==> src/rtl/mem_stage_pkg.sv <==
// mem_stage_pkg: shared definitions for the MEM stage of the 5-stage MIPS
// pipeline.
//   - state_e         : memory-handshake FSM states (IDLE = 0, BUSY = 1)
//   - WB_REGWRITE     : bit index of RegWrite in the write-back control field
//   - WB_MEMTOREG     : bit index of MemtoReg in the write-back control field
//   - TIMEOUT_DEFAULT : default number of cycles to wait for dm_ack
//   - CNT_W           : width of the timeout counter
package mem_stage_pkg;

    typedef enum logic {
        IDLE = 1'b0,
        BUSY = 1'b1
    } state_e;

    localparam int unsigned WB_REGWRITE     = 0;
    localparam int unsigned WB_MEMTOREG     = 1;
    localparam int unsigned TIMEOUT_DEFAULT = 16;
    localparam int unsigned CNT_W           = 8;

endpackage

==> src/rtl/mem_stage_mem_wb.sv <==
// mem_wb: MEM/WB pipeline register.
// Ports:
//   clk, rst                    : clock, asynchronous active-low reset
//   stall                       : MEM stage is waiting on memory; insert a bubble
//                                 and hold the data fields
//   bubble                      : squash this cycle's write-back (abort/reject)
//   rd_ack                      : an acknowledged read; capture rdata_in
//   wb_in/alu_in/mux_in/rdata_in: next-stage values from the MEM stage
//   wb_out/alu_out/mux_out/rdata_out: registered MEM/WB contents
module mem_wb (
    input  logic        clk,
    input  logic        rst,
    input  logic        stall,
    input  logic        bubble,
    input  logic        rd_ack,
    input  logic [1:0]  wb_in,
    input  logic [31:0] alu_in,
    input  logic [4:0]  mux_in,
    input  logic [31:0] rdata_in,
    output logic [1:0]  wb_out,
    output logic [31:0] alu_out,
    output logic [4:0]  mux_out,
    output logic [31:0] rdata_out
);

    logic [1:0]  wb_q,    wb_d;
    logic [31:0] alu_q,   alu_d;
    logic [4:0]  mux_q,   mux_d;
    logic [31:0] rdata_q, rdata_d;

    always_comb begin
        wb_d    = wb_q;
        alu_d   = alu_q;
        mux_d   = mux_q;
        rdata_d = rdata_q;
        if (stall) begin
            // Bubble into write-back; everything else holds.
            wb_d = '0;
        end else begin
            wb_d  = bubble ? 2'b00 : wb_in;
            alu_d = alu_in;
            mux_d = mux_in;
            if (rd_ack) begin
                rdata_d = rdata_in;
            end
        end
    end

    always_ff @(posedge clk or negedge rst) begin
        if (!rst) begin
            wb_q    <= '0;
            alu_q   <= '0;
            mux_q   <= '0;
            rdata_q <= '0;
        end else begin
            wb_q    <= wb_d;
            alu_q   <= alu_d;
            mux_q   <= mux_d;
            rdata_q <= rdata_d;
        end
    end

    assign wb_out    = wb_q;
    assign alu_out   = alu_q;
    assign mux_out   = mux_q;
    assign rdata_out = rdata_q;

endmodule

==> src/rtl/mem_stage.sv <==
// mem_stage: memory-access stage of the 5-stage MIPS pipeline.
// Drives a multi-cycle data-memory handshake with timeout, resolves
// branch/jump/jr redirects and holds the MEM/WB register (mem_wb).
// Ports:
//   clk, rst                : clock, asynchronous active-low reset
//   pi4_*                   : EX/MEM register outputs (target, zero, address,
//                             store data, dest reg, wb control, mem/branch ctrl)
//   Jump, jr, pi3_jump_addr : jump type and jump/jr target
//   dm_req/dm_we/dm_addr/dm_wdata/dm_rdata/dm_ack : data-memory handshake
//   mem_stall               : hold PC, IF/ID, ID/EX and EX/MEM
//   redirect/redirect_pc/flush : PC redirect and front-end squash
//   bus_err, align_err      : registered one-cycle error pulses
//   pi5_*                   : MEM/WB register outputs
// Parameter TIMEOUT (2..255): cycles to wait for dm_ack before aborting.
// Build option MEM_ALIGN_CHECK_EN: reject misaligned accesses with align_err;
// when undefined, dm_addr[1:0] is forced to zero and align_err is tied low.
module mem_stage
    import mem_stage_pkg::*;
#(
    parameter int unsigned TIMEOUT = TIMEOUT_DEFAULT
) (
    input  logic        clk,
    input  logic        rst,
    input  logic [31:0] pi4_add,
    input  logic        pi4_zero,
    input  logic [31:0] pi4_ADDR,
    input  logic [31:0] pi4_WD,
    input  logic [4:0]  pi4_MUX,
    input  logic [1:0]  pi4_wb,
    input  logic        pi4_MemRead,
    input  logic        pi4_MemWrite,
    input  logic        pi4_Branch,
    input  logic        Jump,
    input  logic        jr,
    input  logic [31:0] pi3_jump_addr,
    output logic        dm_req,
    output logic        dm_we,
    output logic [31:0] dm_addr,
    output logic [31:0] dm_wdata,
    input  logic [31:0] dm_rdata,
    input  logic        dm_ack,
    output logic        mem_stall,
    output logic        redirect,
    output logic [31:0] redirect_pc,
    output logic        flush,
    output logic        bus_err,
    output logic        align_err,
    output logic [1:0]  pi5_wb,
    output logic [31:0] pi5_rdata,
    output logic [31:0] pi5_alu,
    output logic [4:0]  pi5_MUX
);

    localparam logic [CNT_W-1:0] TMO_LAST = CNT_W'(TIMEOUT - 1);

    state_e           state_q, state_d;
    logic [CNT_W-1:0] cnt_q,   cnt_d;
    logic             bus_err_q, bus_err_d;

    logic op;
    logic reject;
    logic abort;
    logic req;
    logic stall;
    logic rd_ack;
    logic jump_any;
    logic redirect_raw;

    assign op = pi4_MemRead | pi4_MemWrite;

`ifdef MEM_ALIGN_CHECK_EN
    logic align_err_q, align_err_d;

    assign reject    = (state_q == IDLE) & op & (pi4_ADDR[1:0] != 2'b00);
    assign dm_addr   = pi4_ADDR;
    assign align_err_d = reject;

    always_ff @(posedge clk or negedge rst) begin
        if (!rst) begin
            align_err_q <= 1'b0;
        end else begin
            align_err_q <= align_err_d;
        end
    end

    assign align_err = align_err_q;
`else
    assign reject    = 1'b0;
    assign dm_addr   = {pi4_ADDR[31:2], 2'b00};
    assign align_err = 1'b0;
`endif

    always_comb begin
        req    = rst & (((state_q == IDLE) & op & ~reject) | (state_q == BUSY));
        abort  = (state_q == BUSY) & ~dm_ack & (cnt_q == TMO_LAST);
        stall  = req & ~dm_ack & ~abort;
        rd_ack = req & dm_ack & pi4_MemRead;
    end

    // The counter holds the number of stall cycles already elapsed for this
    // access, including the IDLE request cycle; so the BUSY entry value is 1
    // and abort at TIMEOUT-1 yields exactly TIMEOUT-1 stall cycles.
    always_comb begin
        state_d   = state_q;
        cnt_d     = cnt_q;
        bus_err_d = abort;
        case (state_q)
            IDLE: begin
                cnt_d = '0;
                if (req & ~dm_ack) begin
                    state_d = BUSY;
                    cnt_d   = CNT_W'(1);
                end
            end
            BUSY: begin
                cnt_d = cnt_q + CNT_W'(1);
                if (dm_ack | abort) begin
                    state_d = IDLE;
                    cnt_d   = '0;
                end
            end
            default: begin
                state_d = IDLE;
                cnt_d   = '0;
            end
        endcase
    end

    always_ff @(posedge clk or negedge rst) begin
        if (!rst) begin
            state_q   <= IDLE;
            cnt_q     <= '0;
            bus_err_q <= 1'b0;
        end else begin
            state_q   <= state_d;
            cnt_q     <= cnt_d;
            bus_err_q <= bus_err_d;
        end
    end

    assign dm_req    = req;
    assign dm_we     = req & pi4_MemWrite;
    assign dm_wdata  = pi4_WD;
    assign mem_stall = stall;
    assign bus_err   = bus_err_q;

    // jr/Jump outrank a taken branch; no redirect while the pipe is frozen.
    assign jump_any     = Jump | jr;
    assign redirect_raw = jump_any | (pi4_Branch & pi4_zero);
    assign redirect     = rst & redirect_raw & ~stall;
    assign redirect_pc  = jump_any ? pi3_jump_addr : pi4_add;
    assign flush        = redirect;

    mem_wb u_mem_wb (
        .clk       (clk),
        .rst       (rst),
        .stall     (stall),
        .bubble    (abort | reject),
        .rd_ack    (rd_ack),
        .wb_in     (pi4_wb),
        .alu_in    (pi4_ADDR),
        .mux_in    (pi4_MUX),
        .rdata_in  (dm_rdata),
        .wb_out    (pi5_wb),
        .alu_out   (pi5_alu),
        .mux_out   (pi5_MUX),
        .rdata_out (pi5_rdata)
    );

endmodule

==> config.mk <==
export PLATFORM = sky130hd
export DESIGN_NAME = mem_stage
export DESIGN_NICKNAME = d
export VERILOG_FILES = /design/src/rtl/mem_stage_pkg.sv /design/src/rtl/mem_stage_mem_wb.sv /design/src/rtl/mem_stage.sv
export SDC_FILE = /design/constraint.sdc
export NUM_CORES = 1
export LEC_CHECK = 0
export ABC_AREA = 0
export CORE_AREA = 2 2 135 137
export CTS_CLUSTER_DIAMETER = 60
export DETAILED_ROUTE_END_ITERATION = 8
export DIE_AREA = 0 0 137 139
export GPL_TIMING_DRIVEN = 0
export HOLD_SLACK_MARGIN = 0.02
export PLACE_DENSITY = 0.76
export SLEW_MARGIN = 25
export SYNTH_ARGS = -nofsm -noshare
export SYNTH_HDL_FRONTEND = slang
export SYNTH_SLANG_ARGS = --single-unit
==> constraint.sdc <==
create_clock -name clk -period 2.4 [get_ports clk]
set_input_delay 0.6 -clock clk [delete_from_list [all_inputs] [get_ports clk]]
set_output_delay 0.6 -clock clk [all_outputs]
set_load 0.05 [all_outputs]
==> reports/metrics.csv <==
metric,value,unit
fin worst setup slack,-0.0599,ns
Max Cap Viol,0,
CP Capture Type,output pin,
number of port buffers,314,
dominant cells by area after synthesis,"dfrtp_1 (44%), mux2_2 (16%), buf_4 (11%), o211ai_1 (6.0%), nand4_1 (5.1%)",
layout cell share with drive strength beyond 1,0.324,
peak supply drop,0.000340,V
Chip Width,137,um
Achievable Freq,0.407,GHz
# rows,49,
pre-CTS setup slack,-1.37,ns
clock skew,0.00901,ns
Cells after DPL,992,
yosys warns,0,
Post-Syn Area per Cell,10.4,um^2
P per Cell Area,589,nW/um^2
first-pass GRT wire length,28000,um
Fillers,1581,
Min-Delay Path Class,primary input to asynchronous set/reset pin,
final core utilization,0.521,
die height,139,um
Yosys reg bits,81,
IO Pins,350,
Tcrit/Tclk final,1.02,
"Clk Latency, worst-skew pair",0.34,ns
Gate Count Post-Synth,446,
TNS Setup,-0.0599,ns
Via density,4.86,
Final setup viols,1,
post-DP HPWL,14100,um
critical path data arrival time,1.86,ns
Worst R2R Start,state_q$_DFF_PN0_,
status,"finished, violations left",
ys async rst share,1.00,
clock buffer count from CTS,9,
"Reg clk slew, reported paths",0.06,ns
Worst EP required,1.80,ns
TritonCTS clock tree,built,
Static Leak,3.85,nW
CORE AREA,17700,um^2
failing checks,setup timing,
Fin. Hold Viols,0,
Max-slew headroom,0.456,
initial antenna violation count,0,
Synth top cells by count,"dfrtp_1 (81), buf_4 (69), mux2_2 (64)",
fin nets,986,
Setup crit end,redirect,
top_reg_cell synth,dfrtp_1,
number of global-route vias before repair,5109,
Initial Util,0.262,
Starting DRT DRC Count,269,
routed len/inst,18.5,um
Clock H-tree levels,3,
Post-synth EDFFs,0,
Tot GR Track Use,0.192,
CP startpoint,cnt_q[1]$_DFF_PN0_,
RR Endpoint,u_mem_wb.alu_out[28]$_DFFE_PN0P_,
"Max FO, Critical Path",4,
"non-filler cells, final",1043,
post-synth top area share,0.438,
Startpoint Class,register,
Reg2Reg Depth,6,
Ant. Diodes,0,
mapped cell area,4630,um^2
via count,5072,
"Seq/Total Area, Yosys",0.438,
Setup Crit Path Kind,register to output pin,
Worst Tran Pin Value,0.811,ns
min cycle time layout,2.46,ns
max-slew violations,0,
CTS sink count,81,
Overflow after GRT,0,
Antenna Violating Nets Remaining,0,
most numerous cell in the Yosys netlist,dfrtp_1,
root buf cell,clkbuf_16,
DR pass1 iterations,4,
final wirelength,19300,um
Yosys cell types,32,
DRC errors left,0,
largest net degree at the start of global routing,31,
full die area,19000,um^2
"area leader, netlist",dfrtp_1,
Final Wtd Congestion,0.844,
Syn-to-layout area delta,98.9,%
r2r setup slk,0.30,ns
Max clock buf depth,2,
RSZ-0062 raised after global routing,true,
where the power goes:
group	internal, mW	switching (mW)	total [mW]
combinational	1.02	1.41	2.43
sequential	1.53	0.0854	1.62
clock	0.835	0.549	1.38
total	3.38	2.04	5.42
cell usage in the layout, fill, tap and decap left out, types with 2 or more instances in the layout:
cell             Yosys  layout
buf_12               0       5
clkbuf_2             0       4
clkdlybuf4s15_2      0       5
or3_1                5       4
buf_6                3      11
o211ai_1            37      37
nand4_1             38      38
nand2b_1             2       2
nor2_4               0       2
buf_4               69      92
and2_1               2       2
inv_1                2       2
o21ai_0             41      41
buf_2               20      14
conb_1               1       3
and3_1               3       2
bufbuf_16            0       3
mux2_2              64      35
clkdlybuf4s50_1      0     242
buf_16               0       4
clkdlybuf4s15_1      0       6
nand2_1              5       4
nor2_1               4       2
clkbuf_1            11      13
clkbuf_16            0       9
mux2_4               0      29
dlygate4sd2_1        0      22
nand3_1             40      40
buf_8                0      34
clkinvlp_4           0       3
a21oi_1              4       4
dfrtp_1             81      80
routing by layer:
layer,vias to the layer above,GRT usage,wire (um),part of all wire
met4,0,0.0792,550,0.028
met1,2471,0.208,6890,0.36
met2,258,0.354,10400,0.54
met3,35,0.0413,1440,0.075
li1,2308,-,-,-
met5,-,0,0,0
per-stage QoR:
step	instance area (um^2)	power, mW	hold WS, ns
floorplan	4650	2.97	0.304
global placement	8080	3.86	0.487
detailed placement	8100	3.89	0.485
CTS	8950	5.40	0.0559
global route	9210	5.64	0.0575
finish	9210	5.42	0.0630
critical path, cell delays in order (launching register included):
cell,delay (ns)
dfrtp_1,0.41
ha_4,0.18
and3_4,0.18
nand3_2,0.07
inv_2,0.06
buf_8,0.12
o211a_4,0.24
buf_6,0.12
buf_12,0.13
registers in the layout, summed over array words and instances, names as in the netlist:
signal,flops
u_mem_wb.alu_out,32
u_mem_wb.rdata_out,32
cnt_q,8
u_mem_wb.mux_out,5
u_mem_wb.wb_out,2
bus_err,1
state_q,1
how the worst min path moves through the flow:
stage,endpoint,cells past startpoint
2_1_floorplan,bus_err$_DFF_PN0_,0
3_3_place_gp,u_mem_wb.rdata_out[24]$_DFFE_PN0P_,1
3_5_place_dp,u_mem_wb.rdata_out[21]$_DFFE_PN0P_,1
4_1_cts,u_mem_wb.rdata_out[5]$_DFFE_PN0P_,1
5_1_grt,u_mem_wb.rdata_out[5]$_DFFE_PN0P_,1
6_report,u_mem_wb.rdata_out[5]$_DFFE_PN0P_,1
final cells by class:
cell class	instances	area, um^2	area share
clock buffer	12	246	0.0268
tap	229	287	0.0311
sequential	81	2030	0.220
buffer	101	737	0.0801
multi-input combinational	261	2080	0.226
clock inverter	4	52.6	0.00571
inverter	3	11.3	0.00122
timing repair buffer	352	3760	0.408
cell families (layout without fill, tap and decap cells):
family	count (synthesis)	in the layout	synth area share
XOR/XNOR	1	1	0.00189
AND/OR/NAND/NOR	104	104	0.130
multiplexers	64	64	0.156
buffers and inverters	106	472	0.152
flip-flops	81	81	0.438
adder cells (fa/ha/maj)	1	1	0.00270
other	1	3	0.000810
AO/OA/AOI/OAI	88	88	0.119
what timing repair did:
| item | in CTS | in global routing |
|---|---|---|
| hold buffers | 0 | 0 |
| setup buffers | 17 | 14 |
| gates resized for setup | 344 | 56 |
| pin swaps | 4 | 5 |
| cloned | 6 | 0 |
| endpoints found under the setup margin | 67 | 36 |
Note: power is estimated with default switching activity, not from simulation.
